===== config.mk =====
export PLATFORM = sky130hd
export DESIGN_NAME = game_round_ctrl
export DESIGN_NICKNAME = d
export VERILOG_FILES = /design/src/rtl/game_pkg.sv /design/src/rtl/lfsr8.sv /design/src/rtl/game_round_ctrl.sv
export SDC_FILE = /design/constraint.sdc
export NUM_CORES = 1
export LEC_CHECK = 0
export CAP_MARGIN = 15
export CORE_MARGIN = 1.5
export CORE_UTILIZATION = 55
export CTS_BUF_LIST = sky130_fd_sc_hd__clkbuf_8
export CTS_CLUSTER_DIAMETER = 200
export CTS_CLUSTER_SIZE = 20
export DETAILED_ROUTE_END_ITERATION = 10
export GPL_ROUTABILITY_DRIVEN = 0
export GPL_TIMING_DRIVEN = 0
export MAX_ROUTING_LAYER = met4
export PLACE_DENSITY = 0.76
export SETUP_SLACK_MARGIN = 0.15
export SLEW_MARGIN = 25
export SYNTH_ARGS = -nofsm -noshare
export SYNTH_HDL_FRONTEND = slang
export SYNTH_SLANG_ARGS = --single-unit

===== constraint.sdc =====
create_clock -name clk -period 3 [get_ports clk]
set_input_delay 0.6 -clock clk [delete_from_list [all_inputs] [get_ports clk]]
set_output_delay 0.6 -clock clk [all_outputs]
set_load 0.01 [all_outputs]

===== src/rtl/game_pkg.sv =====
// Shared definitions for the game round controller: FSM state encoding,
// default timing/round constants and the pattern clean-up helper.
package game_pkg;

    typedef enum logic [2:0] {
        IDLE = 3'd0,
        SHOW = 3'd1,
        CHK0 = 3'd2,
        CHK1 = 3'd3,
        CHK2 = 3'd4,
        NEXT = 3'd5,
        GAP  = 3'd6,
        DONE = 3'd7
    } state_t;

    localparam int         DEF_WINDOW_CYCLES = 25_000_000;
    localparam int         DEF_GAP_CYCLES    = 12_500_000;
    localparam int         DEF_NUM_ROUNDS    = 10;
    localparam logic [7:0] DEF_LFSR_SEED     = 8'hA5;

    // Width of the shared SHOW/GAP down-counter; comfortably covers the
    // default one-second window at 25 MHz.
    localparam int         CNT_W             = 32;

    // Turns an LFSR value into a displayable pattern: the three LSBs, with
    // an all-dark pattern (or a corrupted all-zero LFSR) replaced by 3'b001.
    function automatic logic [2:0] fix_pattern(input logic [7:0] lfsr_val);
        logic [2:0] result;
        result = lfsr_val[2:0];
        if (lfsr_val == 8'h00 || lfsr_val[2:0] == 3'b000) begin
            result = 3'b001;
        end
        return result;
    endfunction

endpackage


===== src/rtl/lfsr8.sv =====
// 8-bit maximal-length Fibonacci LFSR (x^8 + x^6 + x^5 + x^4 + 1).
// Advances one step per 'step' pulse; reset loads the seed.
module lfsr8 (
    input  logic       clk,
    input  logic       rst,
    input  logic       step,
    input  logic [7:0] seed,
    output logic [7:0] q
);

    logic fb;

    assign fb = q[7] ^ q[5] ^ q[4] ^ q[3];

    // Shift register update; an all-zero seed or state is forced to 1 so the
    // sequence can never lock up.
    always_ff @(posedge clk) begin
        if (rst) begin
            q <= (seed == 8'h00) ? 8'h01 : seed;
        end else if (q == 8'h00) begin
            q <= 8'h01;
        end else if (step) begin
            q <= {q[6:0], fb};
        end
    end

endmodule


===== src/rtl/game_round_ctrl.sv =====
// Reaction-game round controller: shows a pseudo-random 3-LED pattern for a
// fixed window, latches button presses, scores each position, and sequences
// a fixed number of rounds separated by blank gaps.
module game_round_ctrl
    import game_pkg::*;
#(
    parameter int         WINDOW_CYCLES = DEF_WINDOW_CYCLES,
    parameter int         GAP_CYCLES    = DEF_GAP_CYCLES,
    parameter int         NUM_ROUNDS    = DEF_NUM_ROUNDS,
    parameter logic [7:0] LFSR_SEED     = DEF_LFSR_SEED
) (
    input  logic       clk,
    input  logic       rst,
    input  logic       start,
    input  logic       b1,
    input  logic       b2,
    input  logic       b3,
    output logic [2:0] LED,
    output logic       Point,
    output logic       valid,
    output logic [7:0] score,
    output logic [3:0] round_num,
    output logic       busy,
    output logic       game_over
);

    localparam logic [CNT_W-1:0] WIN_LOAD   = WINDOW_CYCLES - 1;
    localparam logic [CNT_W-1:0] GAP_LOAD   = GAP_CYCLES - 1;
    localparam logic [CNT_W-1:0] CNT_ONE    = 1;
    localparam logic [3:0]       LAST_ROUND = 4'(NUM_ROUNDS - 1);

    state_t           state;
    state_t           state_d;
    logic [CNT_W-1:0] cnt;
    logic [2:0]       pattern;
    logic [2:0]       btn;
    logic [7:0]       lfsr_q;

    logic             load_round;
    logic             new_game;
    logic             enter_gap;
    logic             chk_en;
    logic             chk_hit;

    lfsr8 u_lfsr (
        .clk  (clk),
        .rst  (rst),
        .step (load_round),
        .seed (LFSR_SEED),
        .q    (lfsr_q)
    );

    // State register.
    always_ff @(posedge clk) begin
        if (rst) begin
            state <= IDLE;
        end else begin
            state <= state_d;
        end
    end

    // Next-state logic and per-state control strobes for the datapath.
    always_comb begin
        state_d    = state;
        load_round = 1'b0;
        new_game   = 1'b0;
        enter_gap  = 1'b0;
        chk_en     = 1'b0;
        chk_hit    = 1'b0;
        case (state)
            IDLE, DONE: begin
                if (start) begin
                    new_game   = 1'b1;
                    load_round = 1'b1;
                    state_d    = SHOW;
                end
            end
            SHOW: begin
                if (cnt == '0) begin
                    state_d = CHK0;
                end
            end
            CHK0: begin
                chk_en  = 1'b1;
                chk_hit = (pattern[0] == btn[0]);
                state_d = CHK1;
            end
            CHK1: begin
                chk_en  = 1'b1;
                chk_hit = (pattern[1] == btn[1]);
                state_d = CHK2;
            end
            CHK2: begin
                chk_en  = 1'b1;
                chk_hit = (pattern[2] == btn[2]);
                state_d = NEXT;
            end
            NEXT: begin
                if (round_num == LAST_ROUND) begin
                    state_d = DONE;
                end else begin
                    enter_gap = 1'b1;
                    state_d   = GAP;
                end
            end
            GAP: begin
                if (cnt == '0) begin
                    load_round = 1'b1;
                    state_d    = SHOW;
                end
            end
            default: begin
                state_d = IDLE;
            end
        endcase
    end

    // Shared SHOW/GAP timer: reloads on entry, counts down, parks at zero.
    always_ff @(posedge clk) begin
        if (rst) begin
            cnt <= '0;
        end else if (load_round) begin
            cnt <= WIN_LOAD;
        end else if (enter_gap) begin
            cnt <= GAP_LOAD;
        end else if ((state == SHOW || state == GAP) && cnt != '0) begin
            cnt <= cnt - CNT_ONE;
        end
    end

    // Pattern for the round, taken from the LFSR as it steps.
    always_ff @(posedge clk) begin
        if (rst) begin
            pattern <= 3'b000;
        end else if (load_round) begin
            pattern <= fix_pattern(lfsr_q);
        end
    end

    // Sticky button capture, only open while the pattern is shown.
    always_ff @(posedge clk) begin
        if (rst || load_round) begin
            btn <= 3'b000;
        end else if (state == SHOW) begin
            btn <= btn | {b3, b2, b1};
        end
    end

    // One-cycle result pulse following each check state.
    always_ff @(posedge clk) begin
        if (rst) begin
            valid <= 1'b0;
            Point <= 1'b0;
        end else begin
            valid <= chk_en;
            Point <= chk_en & chk_hit;
        end
    end

    // Saturating score, cleared when a new game starts.
    always_ff @(posedge clk) begin
        if (rst || new_game) begin
            score <= 8'd0;
        end else if (chk_en && chk_hit && score != 8'hFF) begin
            score <= score + 8'd1;
        end
    end

    // Round index, advanced only when another round follows.
    always_ff @(posedge clk) begin
        if (rst || new_game) begin
            round_num <= 4'd0;
        end else if (enter_gap) begin
            round_num <= round_num + 4'd1;
        end
    end

    assign LED       = (state == SHOW) ? pattern : 3'b000;
    assign busy      = (state != IDLE) && (state != DONE);
    assign game_over = (state == DONE);

endmodule


Word-level counts from Yosys, hierarchy flattened
Index checks and enable logic that the tools add are counted.
- flip-flop bits (word level): 63
- input port bits: 6
- output and inout bits: 19
- word-level logic and storage cells: 79
- add/subtract/negate cells: 3
- equality and inequality tests: 16
- mux-type cells: 20
- bitwise operators: 5
- reduce and logical (&&, ||, !) cells: 23
- operator list (operator ; number):
    two-way mux 25 bit ; 3
    zero test 32 bit ; 1
    nonzero test 32 bit ; 1
    subtractor 32 x 1 -> 32 bit (second input constant) ; 1
    one-hot mux 3 bit (7 select lines) ; 1
    two-way mux 8 bit ; 2
    two-way mux 3 bit ; 5
    == test 3 bit (second input constant) ; 4
    adder 8 x 1 -> 8 bit (second input constant) ; 1
    zero test 8 bit ; 1
    != test 8 bit (second input constant) ; 1
    two-way mux 1 bit ; 7
    == test 3 x 2 -> 1 bit (second input constant) ; 2
    zero test 3 bit ; 2
    != test 2 bit (second input constant) ; 3
    nonzero test 3 bit ; 2
    OR reduction 2 bit ; 3
    OR reduction 3 bit ; 2
    adder 4 x 1 -> 4 bit (second input constant) ; 1
    == test 4 bit (second input constant) ; 1
    logical AND 1 bit ; 4
    logical OR 1 bit ; 4
    nonzero test 2 bit ; 2
    == test 1 bit ; 3
    8 further kinds ; 10

Logic depth before layout (Yosys ltp)
Gate-level depths: netlist of run 1.
- depth after elaboration: 6
- gate-level depth with buffers: 9
- gate-level depth less buffers: 7

By module
A second synthesis of run 1 with hierarchy kept.
- cells, all modules: 391
- area total of the unflattened synthesis: 3347.0 um^2
- modules (own cells, without submodules) (module ; times used ; cells each ; area each (um^2) ; sequential area each (um^2)):
    game_round_ctrl ; 1 ; 363 ; 2932.8 ; 1101.1
    lfsr8 ; 1 ; 28 ; 414.1 ; 240.2

Worst setup path before layout of run 1
Ideal clock, no wire load.
- kind: flip-flop to flip-flop
- start point: register cnt[14]
- end point: register cnt[1]
- library setup time: 0.070 ns
- arrival time: 2.472 ns
- data required time: 2.930 ns
- path slack: 0.458 ns
- cell stages (with the launch flop): 9
- buffers on the path: 3
- clock period less this slack: 2.542 ns
- path through: dfxtp_1 or4_1 buf_2 or3_1 buf_6 o31ai_4 buf_4 mux2_2 a21oi_1
- word-level cells in the longest chain between the ends: 4
- elaborated cells between the ends (all ways): 7
- those cells by class: mux: 3; reduce/logical: 4
- RTL lines (what ; RTL line ; source):
    from (decl) ; game_round_ctrl.sv:34 ; logic [CNT_W-1:0] cnt;
    from (signal assigned) ; game_round_ctrl.sv:127 ; cnt <= cnt - CNT_ONE;
    zero test 32 bit ; game_round_ctrl.sv:107 ; if (cnt == '0) begin
    two-way mux 1 bit ; game_round_ctrl.sv:107 ;
    one-hot mux 1 bit (2 select lines) ; game_round_ctrl.sv:70 ; case (state)
    nonzero test 3 bit (no line) / two-way mux 25 bit (equally long branches) ; -- ;
Parallel ways exist; a longest one is shown, timed or not.
A chain may end at the register's enable or synchronous reset.

Worst setup path in the final report of run 1
Ends and elaborated chain as after synthesis.

==> flow_summary.ini, run 1 <==
[timing]
period_share_pct = 91.5
layout_min_cycle_time_ps = 2740
hold_viol_final = 0
skew_ps = 6.32
fin_setup_tns_ps = 0
worst_slack_ps = 256
max_slew_margin_pct = 58.3
setup_viol = 0
fmax_ghz = 0.364
worstMarginPinSlew_ps = 620
rsz0062_at_grt = no
drv_slew = 0

[synthesis]
synthTopCellsByArea = dfxtp_1 (37%), or4_1 (5.6%), a21oi_1 (4.3%)
synthFlopType = dfxtp_1
avgSynthCellArea_sq_um = 8.45
synth.distinct_cells = 60
yosys.area.top_type = dfxtp_1
yosysTopAreaCellShare_pct = 37.4
yosys_warnings = 0
ys_async_sr_fraction_pct = 0
syn_nets = 410
synth_edf_count = 0
synthCells = 399
ys_ff_latch = 63
syn_area_sq_um = 3370
ys_seq_area_share_pct = 37.4

[power_and_ir_drop]
ir_drop_v = 0.000557
power.density_nw_per_um2 = 919
leakage_nw = 1.38

[detailed_routing]
drc_errors = 0
post_drt_wl_per_cell_um = 16.3
drtAntennaViolNets = 0
dr_total_vias = 3308
drt_iter0_markers = 215
wl_um = 8410
first_pass_iters = 5
vias_per_cell = 6.41

[grt]
grt_max_degree = 13
antenna_found_initial = 0
grt_pass1_vias = 2806
grt_overflow = 0
grt_use_total_pct = 27.5
grt_first_pass_wirelength_um = 13600

[place]
portBuffers = 24
place_inst = 498
place_area_sq_um = 3700
pre_cts_ws_ps = 187
hpwl_um = 5920

[setup_path]
cp_cell_sequence = or4_1, buf_2, or3_1, buf_6, o31ai_4, buf_4, mux2_2, a21oi_1
endpoint_kind = flop
cp.arrival_ps = 3010
crit_buf_inv = 3
crit_family = simple AND/OR/NAND/NOR gates
start_kind = flop
crit_type = flop to flop
cp_max_fo = 10
cp.required_ps = 3270
crit_slowest_cell = or4_1
cpPeakStageDelay_ps = 520

[die]
rows = 28
dieWidth_um = 81.3
die_h_um = 81.3
ios = 25
initial_core_util_pct = 56.9
core_area_sq_um = 5920
dieArea_sq_um = 6610

[finish]
layout-drive-gt1-share_pct = 10.7
finalInstanceArea_sq_um = 3970
syn2layout_area_growth_pct = 17.8
fin_nets = 447
diodes = 0
fin_cells = 516

[clocking]
clkLatencyLatePin_ps = 340
clockBufferDepth = 2
cts_tree = yes
cts_sinks = 63
cts_root_buffer = clkbuf_8
clkTransAtPathRegs_ps = 70
cts_inserted_buffers = 9
h-tree-depth = 3
ctsHoldBuffers = 0

[flow_run]
max_cap_viol_count = 0

[status]
outcome = finished, final reports clean

[min_path]
hp-class = flop to flop
## cell usage after synthesis (all sizes together) (3+ instances only)
cell and count:
nor3 11, o311ai 4, nand4 6, and2 3, or2 6, or3 18, nand2b 3, xor2 5
buf 11, nor2b 3, a21oi 29, dfxtp 63, o21ai 23, a211oi 3, o21a 3, mux2i 5
nand3 22, o31ai 16, ha 5, nand3b 3, a31o 3, or4 26, inv 7, nor2 29
o211ai 3, a31oi 16, o2111ai 3, nand2 17, clkbuf 14, nor4 10, xnor2 6
## cells in the final DEF (no fill, tap or decap), drive strengths merged, types with 4 or more instances in the layout
cell,n
dfxtp,63
nor2,29
a21oi,29
or4,26
clkdlybuf4s50,24
o21ai,23
clkbuf,23
nand3,22
or3,18
nand2,17
a31oi,16
o31ai,16
buf,13
nor3,11
nor4,10
inv,7
nand4,6
xnor2,6
or2,6
xor2,5
mux2i,5
ha,5
o311ai,4
clkinv,4
## state kept, by name, indices dropped and copies added (netlist names)
name / cells
score: 8
btn: 3
Point: 1
pattern: 3
valid: 1
cnt: 32
round_num: 4
u_lfsr.q: 8
state: 3
## repair_timing
item | CTS | global route
gates resized for setup | 1 | 5
hold endpoints to repair | 0 | 0
pin swaps | 0 | 1
endpoints found under the setup margin | 3 | 42
buffers inserted | 0 | 2
## power by group
group / internal [mW] / switching [mW] / total, mW / leakage [nW]
Sequential: 1.02 / 0.176 / 1.20 / 0.515
Combinational: 0.624 / 1.00 / 1.63 / 0.755
Clock: 0.469 / 0.354 / 0.823 / 0.105
## metrics by stage
step	hold WS (ps)	power, mW	util, %
after global placement	464	2.72	62.6
after detailed placement	478	2.75	62.6
final	493	3.65	67.1
after floorplan	451	2.34	-
after global routing	517	3.88	67.1
after CTS	492	3.57	66.4
## final cells by class
| type | instances | area, sq um |
|---|---|---|
| Tap cell | 75 | 93.8 |
| Clock buffer | 9 | 124 |
| Buffer | 25 | 148 |
| Timing Repair Buffer | 26 | 255 |
| Clock inverter | 7 | 97.6 |
| Fill cell | 506 | 1950 |
| Inverter | 8 | 30.0 |
| Sequential cell | 63 | 1260 |
| Multi-Input combinational cell | 303 | 1960 |
## metal layers
layer	routed length [um]	track usage, %	vias to the layer above
met5	0	-	-
met4	78	7.24	0
met3	471	5.62	10
met2	3730	39.9	102
met1	4130	38.7	1582
li1	-	-	1614
## worst paths after layout
kind	depth (start not counted)	startpoint	slack, ps	endpoint
worst min register to register	2	u_lfsr.q[1]	490	u_lfsr.q[1]
worst min-delay path	2	u_lfsr.q[1]	490	u_lfsr.q[1]
worst max-delay path	8	cnt[14]	260	cnt[1]
worst max register to register	8	cnt[14]	260	cnt[1]
## worst min-delay path, delay by kind of cell, from the launching register on
| family | cells | cell delay, ps |
|---|---|---|
| DFF | 1 | 330 |
| and+or+nand+nor | 1 | 70 |
| AOI/OAI and AO/OA | 1 | 50 |
## cells by family after synthesis
| group | after synthesis | share of synthesized area [%] |
|---|---|---|
| multiplexers | 7 | 2.15 |
| buffers and inverters | 33 | 5.23 |
| AND/OR/NAND/NOR | 168 | 28.5 |
| XOR/XNOR | 11 | 2.86 |
| AO/OA/AOI/OAI | 112 | 22.0 |
| adder cells (fa/ha/maj) | 5 | 1.86 |
| flip-flops | 63 | 37.4 |
Note: power is estimated with default switching activity, not from simulation.
==> inputs of run 2 (changes only) <==
CAP_MARGIN = 20   (was 15)
==> results of run 2 <==
The final DEF is identical to that of run 1; final timing and power are the same.
==> inputs of run 3 (changes only) <==
CTS_CLUSTER_DIAMETER = unset   (was 200)
==> results of run 3 <==
The final DEF is identical to that of run 1; final timing and power are the same.
==> patch 1 (config.mk and constraints of run 2) <==
Re-encode `state_t` (8 states) as one-hot, 8 bits wide.
--- a/src/rtl/game_pkg.sv
+++ b/src/rtl/game_pkg.sv
@@ -2,15 +2,15 @@
 // default timing/round constants and the pattern clean-up helper.
 package game_pkg;
 
-    typedef enum logic [2:0] {
-        IDLE = 3'd0,
-        SHOW = 3'd1,
-        CHK0 = 3'd2,
-        CHK1 = 3'd3,
-        CHK2 = 3'd4,
-        NEXT = 3'd5,
-        GAP  = 3'd6,
-        DONE = 3'd7
+    typedef enum logic [7:0] {
+        IDLE = 8'b00000001,
+        SHOW = 8'b00000010,
+        CHK0 = 8'b00000100,
+        CHK1 = 8'b00001000,
+        CHK2 = 8'b00010000,
+        NEXT = 8'b00100000,
+        GAP  = 8'b01000000,
+        DONE = 8'b10000000
     } state_t;
 
     localparam int         DEF_WINDOW_CYCLES = 25_000_000;
Behaviour: no difference found for any inputs over 10 cycles, from zero or initial values and one cycle with rst high; not proved beyond that.
==> patch 1 against run 2 <==
Routed wire length up 1.2%. Utilization up 0.11 points. Die area about the same. Critical path type is now flip-flop to output pin. First-iteration DRC count grew 4.2%. Sequential cell count up 5. Setup slack improved by 36 ps. Largest cell class unchanged. Power decreased by 15%. Non-clock buffer count is 7 lower. Final area up 0.16%. Sequential share of layout area increased by 2.5 points. Synthesized area hardly changed. Combinational power is 39% lower. Fmax increased by 1.3%. Largest power group is now sequential cells. Critical endpoint is now LED[0].
==> patch 1: results (changes against run 2) <==
- Status: completed (unchanged)
- Gr usage total: 28.0% (was 27.5%)
- Clock Root Buffer: clkbuf_8 (unchanged)
- Max Buffers Root-to-Sink: 2 (unchanged)
- Vias: 3310 (was 3308)
- Worst EP arrival: 2110 ps (was 3010 ps)
- Synth top cells by count: 68 x dfxtp_1, 38 x a21oi_1, 25 x nand3_1, 25 x nor2_1, 20 x or3_1 (was 63 x dfxtp_1, 29 x a21oi_1, 29 x nor2_1)
- Worst reg2reg path endpoint: cnt[27] (was cnt[1])
- WHS: 476 ps (was 493 ps)
- Max reg flops: 32 (unchanged)
- Clock skew: 12.4 ps (was 6.32 ps)
- Switching portion of total power: 36.3% (was 42.1%)
- Largest net degree at the start of global routing: 12 (was 13)
- 1st-iter DRT viols: 224 (was 215)
- FF-to-FF Start: cnt[0] (was cnt[14])
- Layout cells sized above 1: 8.06% (was 10.7%)
- Worst Setup EP: LED[0] (was cnt[1])
- R2R Setup Slk: 390 ps (was 260 ps)
- First-pass GRT wire length: 13900 um (was 13600 um)
- Cells on worst reg2reg path: 9 (was 8)
- Max FO, Critical Path: 7 (was 10)
- VDD IR max: 0.000445 V (was 0.000557 V)
- Number of global-route vias before repair: 3008 (was 2806)
- Top reg by flops: cnt (unchanged)
- Wirelength, routed: 8510 um (was 8410 um)
- Detail Placement HPWL: 5870 um (was 5920 um)
- Dpl cell area: 3710 um2 (was 3700 um2)
- CP Launch Point: state[2] (was cnt[14])
- Slowest cell on crit path: clkdlybuf4s50_1 (was or4_1)
- Synth unique cells: 55 (was 60)
- Max H-tree Level: 3 (unchanged)
- Top cells by area, synth: dfxtp_1 40%, a21oi_1 5.6%, nand3_1 3.7% (was dfxtp_1 37%, or4_1 5.6%, a21oi_1 4.3%)
- Mapped Nets: 403 (was 410)
- Pleak: 1.32 nW (was 1.38 nW)
- Layout net count: 440 (was 447)
- Slew @ Worst Pin: 807 ps (was 620 ps)
- Sequential area share after synthesis: 40.4% (was 37.4%)
==> patch 1: changes by cell type in the layout (fill, tap and decap cells not counted), moves of 6 or more <==
cell,run 2,this run
nor3_1,10,17
a21oi_1,29,38
o31ai_1,15,8
o21ai_1,6,0
o41ai_1,1,7
or4_1,25,13
==> patch 1: power by group through the flow <==
| stage | logic (W) | registers [W] | clock network, W |
|---|---|---|---|
| after floorplan | 0.000730 | 0.00116 | 0 |
| after global placement | 0.000941 | 0.00119 | 0 |
| after detailed placement | 0.000964 | 0.00120 | 0 |
| after CTS | 0.000974 | 0.00118 | 0.000888 |
| after global routing | 0.00111 | 0.00121 | 0.000929 |
| final | 0.00100 | 0.00119 | 0.000886 |
==> patch 1: routing by layer <==
layer | vias to the layer above | part of all wire [%] | track usage, %
met5 | - | 0 | -
met4 | 0 | 1.8 | 12.4
met3 | 19 | 6.3 | 5.62
met2 | 121 | 48 | 44.8
met1 | 1576 | 44 | 34.0
li1 | 1594 | - | -
==> patch 1: through the flow <==
step	setup WS [ps]	instances
global placement	323	491
detailed placement	290	491
global route	166	509
CTS	208	507
finish	292	509
floorplan	631	392
==> patch 1: worst min-delay path by stage <==
| stage | startpoint | end | depth (start not counted) |
|---|---|---|---|
| after floorplan | cnt[21] | cnt[21] | 2 |
| after global placement | cnt[21] | cnt[21] | 2 |
| after detailed placement | cnt[21] | cnt[21] | 2 |
| after CTS | cnt[21] | cnt[21] | 2 |
| after global routing | score[6] | score[6] | 2 |
| final | cnt[21] | cnt[21] | 2 |
==> patch 1: kinds of logic (layout without fill, tap and decap cells) <==
logic type / after synthesis / count (layout) / share of synthesized area (%)
AOI/OAI and AO/OA: 114 / 114 / 21.6
buffers and inverters: 26 / 68 / 3.12
DFF: 68 / 68 / 40.4
adders and majority gates: 5 / 5 / 1.85
and+or+nand+nor: 164 / 164 / 29.2
xor gates and xnor gates: 14 / 14 / 3.64
muxes: 1 / 1 / 0.297
==> patch 1: layout make-up <==
| type | instances | area [um2] |
|---|---|---|
| Clock buffer | 12 | 165 |
| Tap cell | 75 | 93.8 |
| Buffer | 18 | 77.6 |
| Timing Repair Buffer | 26 | 255 |
| Inverter | 8 | 30.0 |
| Clock inverter | 4 | 71.3 |
| Multi-Input combinational cell | 298 | 1920 |
| Sequential cell | 68 | 1360 |
| Fill cell | 507 | 1940 |
==> patch 1: repair_timing <==
| item | CTS | global route |
|---|---|---|
| gates resized for setup | 0 | 6 |
| endpoints found under the setup margin | 0 | 23 |
| setup buffers | 0 | 2 |
==> patch 1: worst max-delay path: cells and delay by family (launching register included) <==
kind          cells  cell delay [ps]
buf+inv           1              530
flops             1              350
simple gates      3              900
==> patch 2 (flow settings as in run 2) <==
Made on the original files. The package constant `CNT_W` goes from 32 to 40.
--- a/src/rtl/game_pkg.sv
+++ b/src/rtl/game_pkg.sv
@@ -20,7 +20,7 @@
 
     // Width of the shared SHOW/GAP down-counter; comfortably covers the
     // default one-second window at 25 MHz.
-    localparam int         CNT_W             = 32;
+    localparam int         CNT_W             = 40;
 
     // Turns an LFSR value into a displayable pattern: the three LSBs, with
     // an all-dark pattern (or a corrupted all-zero LFSR) replaced by 3'b001.
Function: same outputs for any inputs over 10 cycles, from zero or initial values and one cycle with rst high; that may be too few to reach the edited logic, so the function may still have changed.
==> patch 2 against run 2 <==
Sequential cell count grew 8. Critical endpoint is now cnt[32]. Setup slack gained 160 ps. The run now ends with design-rule violations left. Die area grew 10%. Routed wire length grew 6.7%. Synthesized area grew 11%. Synthesized cell count grew 10%. Final area grew 8.2%.
Power is not compared: it rests on default switching activity, and its combinational part moved more than twofold at a synthesized area within 25%.
==> patch 2: results (changes against run 2) <==
- Status: finished with violations (was completed)
- Violated checks: design-rule violations
- Post-synthesis mux area share: 1.24% (was 2.15%)
- Gr usage total: 27.4% (was 27.5%)
- Dpl cell area: 4060 um2 (was 3700 um2)
- Pleak: 1.49 nW
- Fillers: 533 (was 506)
- 1st-iter DRT viols: 264 (was 215)
- FF+latch area: 1420 um2 (was 1260 um2)
- FP Rows: 29 (was 28)
- Worst path max stage delay: 590 ps (was 520 ps)
- Synth Area in Compound Gates: 19.0% (was 22.0%)
- Multi-input logic area: 2170 um2 (was 1960 um2)
- Slew @ Worst Pin: 762 ps (was 620 ps)
- Number of port buffers: 23 (was 24)
- Inverters: 7 (was 8)
- Signal buf overhead: 8.04% (was 10.1%)
- Clk slew on worst S/H paths: 80 ps
- Top cells by area, synth: dfxtp_1 38%, a21oi_1 5.8%, nor2_1 4.5% (was dfxtp_1 37%, or4_1 5.6%, a21oi_1 4.3%)
- # clk buffers: 12 (was 9)
- # DRC: 3 (was 0)
- Sequential area share after synthesis: 38.1% (was 37.4%)
- First-pass GRT wire length: 15200 um (was 13600 um)
- Layout net count: 484 (was 447)
- Mapped Nets: 450 (was 410)
- Synth Area in XOR/XNOR: 7.05% (was 2.86%)
- Non-clk bufs: 43 (was 51)
- Worst EP arrival: 2820 ps (was 3010 ps)
- DRT Pass-1 Iters: 7 (was 5)
- Number of global-route vias before repair: 3107 (was 2806)
- Slowest cell on crit path: or4_4 (was or4_1)
- Synth unique cells: 71 (was 60)
- Post-CTS sizing: 0 (was 1)
- Final clock-cell share: 5.62% (was 5.58%)
- Sequential cell count: 71 (was 63)
- Vias per inst: 6.17 (was 6.41)
- Clock skew: 7.02 ps (was 6.32 ps)
- Synth Area in Adders: 1.68% (was 1.86%)
- Biggest regs: cnt x40, score x8, u_lfsr.q x8 (was cnt x32, score x8, u_lfsr.q x8)
- Detail Placement HPWL: 6270 um (was 5920 um)
- Synth top cells by count: 71 x dfxtp_1, 45 x nor2_1, 43 x a21oi_1 (was 63 x dfxtp_1, 29 x a21oi_1, 29 x nor2_1)
- Clock latency on the worst-skew pair: 360 ps (was 340 ps)
- Multi-input gate count: 341 (was 303)
- Final instance area: 4300 um2 (was 3970 um2)
patch 2: cell count changes in the layout (fill, tap and decap cells not counted), moves of 9 or more:
cell | before | now
a21oi_1 | 29 | 43
o31ai_1 | 15 | 6
xnor2_1 | 6 | 18
or4_1 | 25 | 10
nand2_1 | 17 | 32
nor2_1 | 29 | 45
patch 2: power groups by stage:
stage / Combinational [W] / Sequential, W / Clock (W)
global route: 0.000630 / 0.00109 / 0.000969
finish: 0.000576 / 0.00108 / 0.000914
CTS: 0.000563 / 0.00108 / 0.000928
detailed placement: 0.000559 / 0.00110 / 0
global placement: 0.000547 / 0.00109 / 0
floorplan: 0.000424 / 0.00108 / 0
patch 2: worst reg2reg max path: cells and delay by family (launching register included):
family	cells	cell delay (ps)
buffers and inverters	2	490
DFF	1	360
AOI/OAI and AO/OA	1	180
and+or+nand+nor	5	1440
patch 2: stage by stage:
step,std cells,worst slack [ps],hold slack (ps)
floorplan,439,873,445
global placement,539,468,459
detailed placement,539,453,469
CTS,555,411,480
global route,555,252,496
finish,555,419,480
patch 2: path summary, 6_finish.rpt:
path,from,to,slack [ps],depth (start not counted)
setup / recovery,cnt[27],cnt[32],420,8
hold reg to reg,u_lfsr.q[6],u_lfsr.q[6],480,2
setup reg to reg,cnt[27],cnt[32],420,8
hold / removal,u_lfsr.q[6],u_lfsr.q[6],480,2
patch 2: metal layers:
metal  vias to the layer above  part of all wire, %  GRT usage, %  wire (um)
met1                      1594                   48          37.5       4290
met2                       117                   44          39.0       3980
met3                        19                  6.0          6.71        535
met4                         0                  1.9          10.3        173
li1                       1695                    -             -          -
met5                         -                    0             -          0
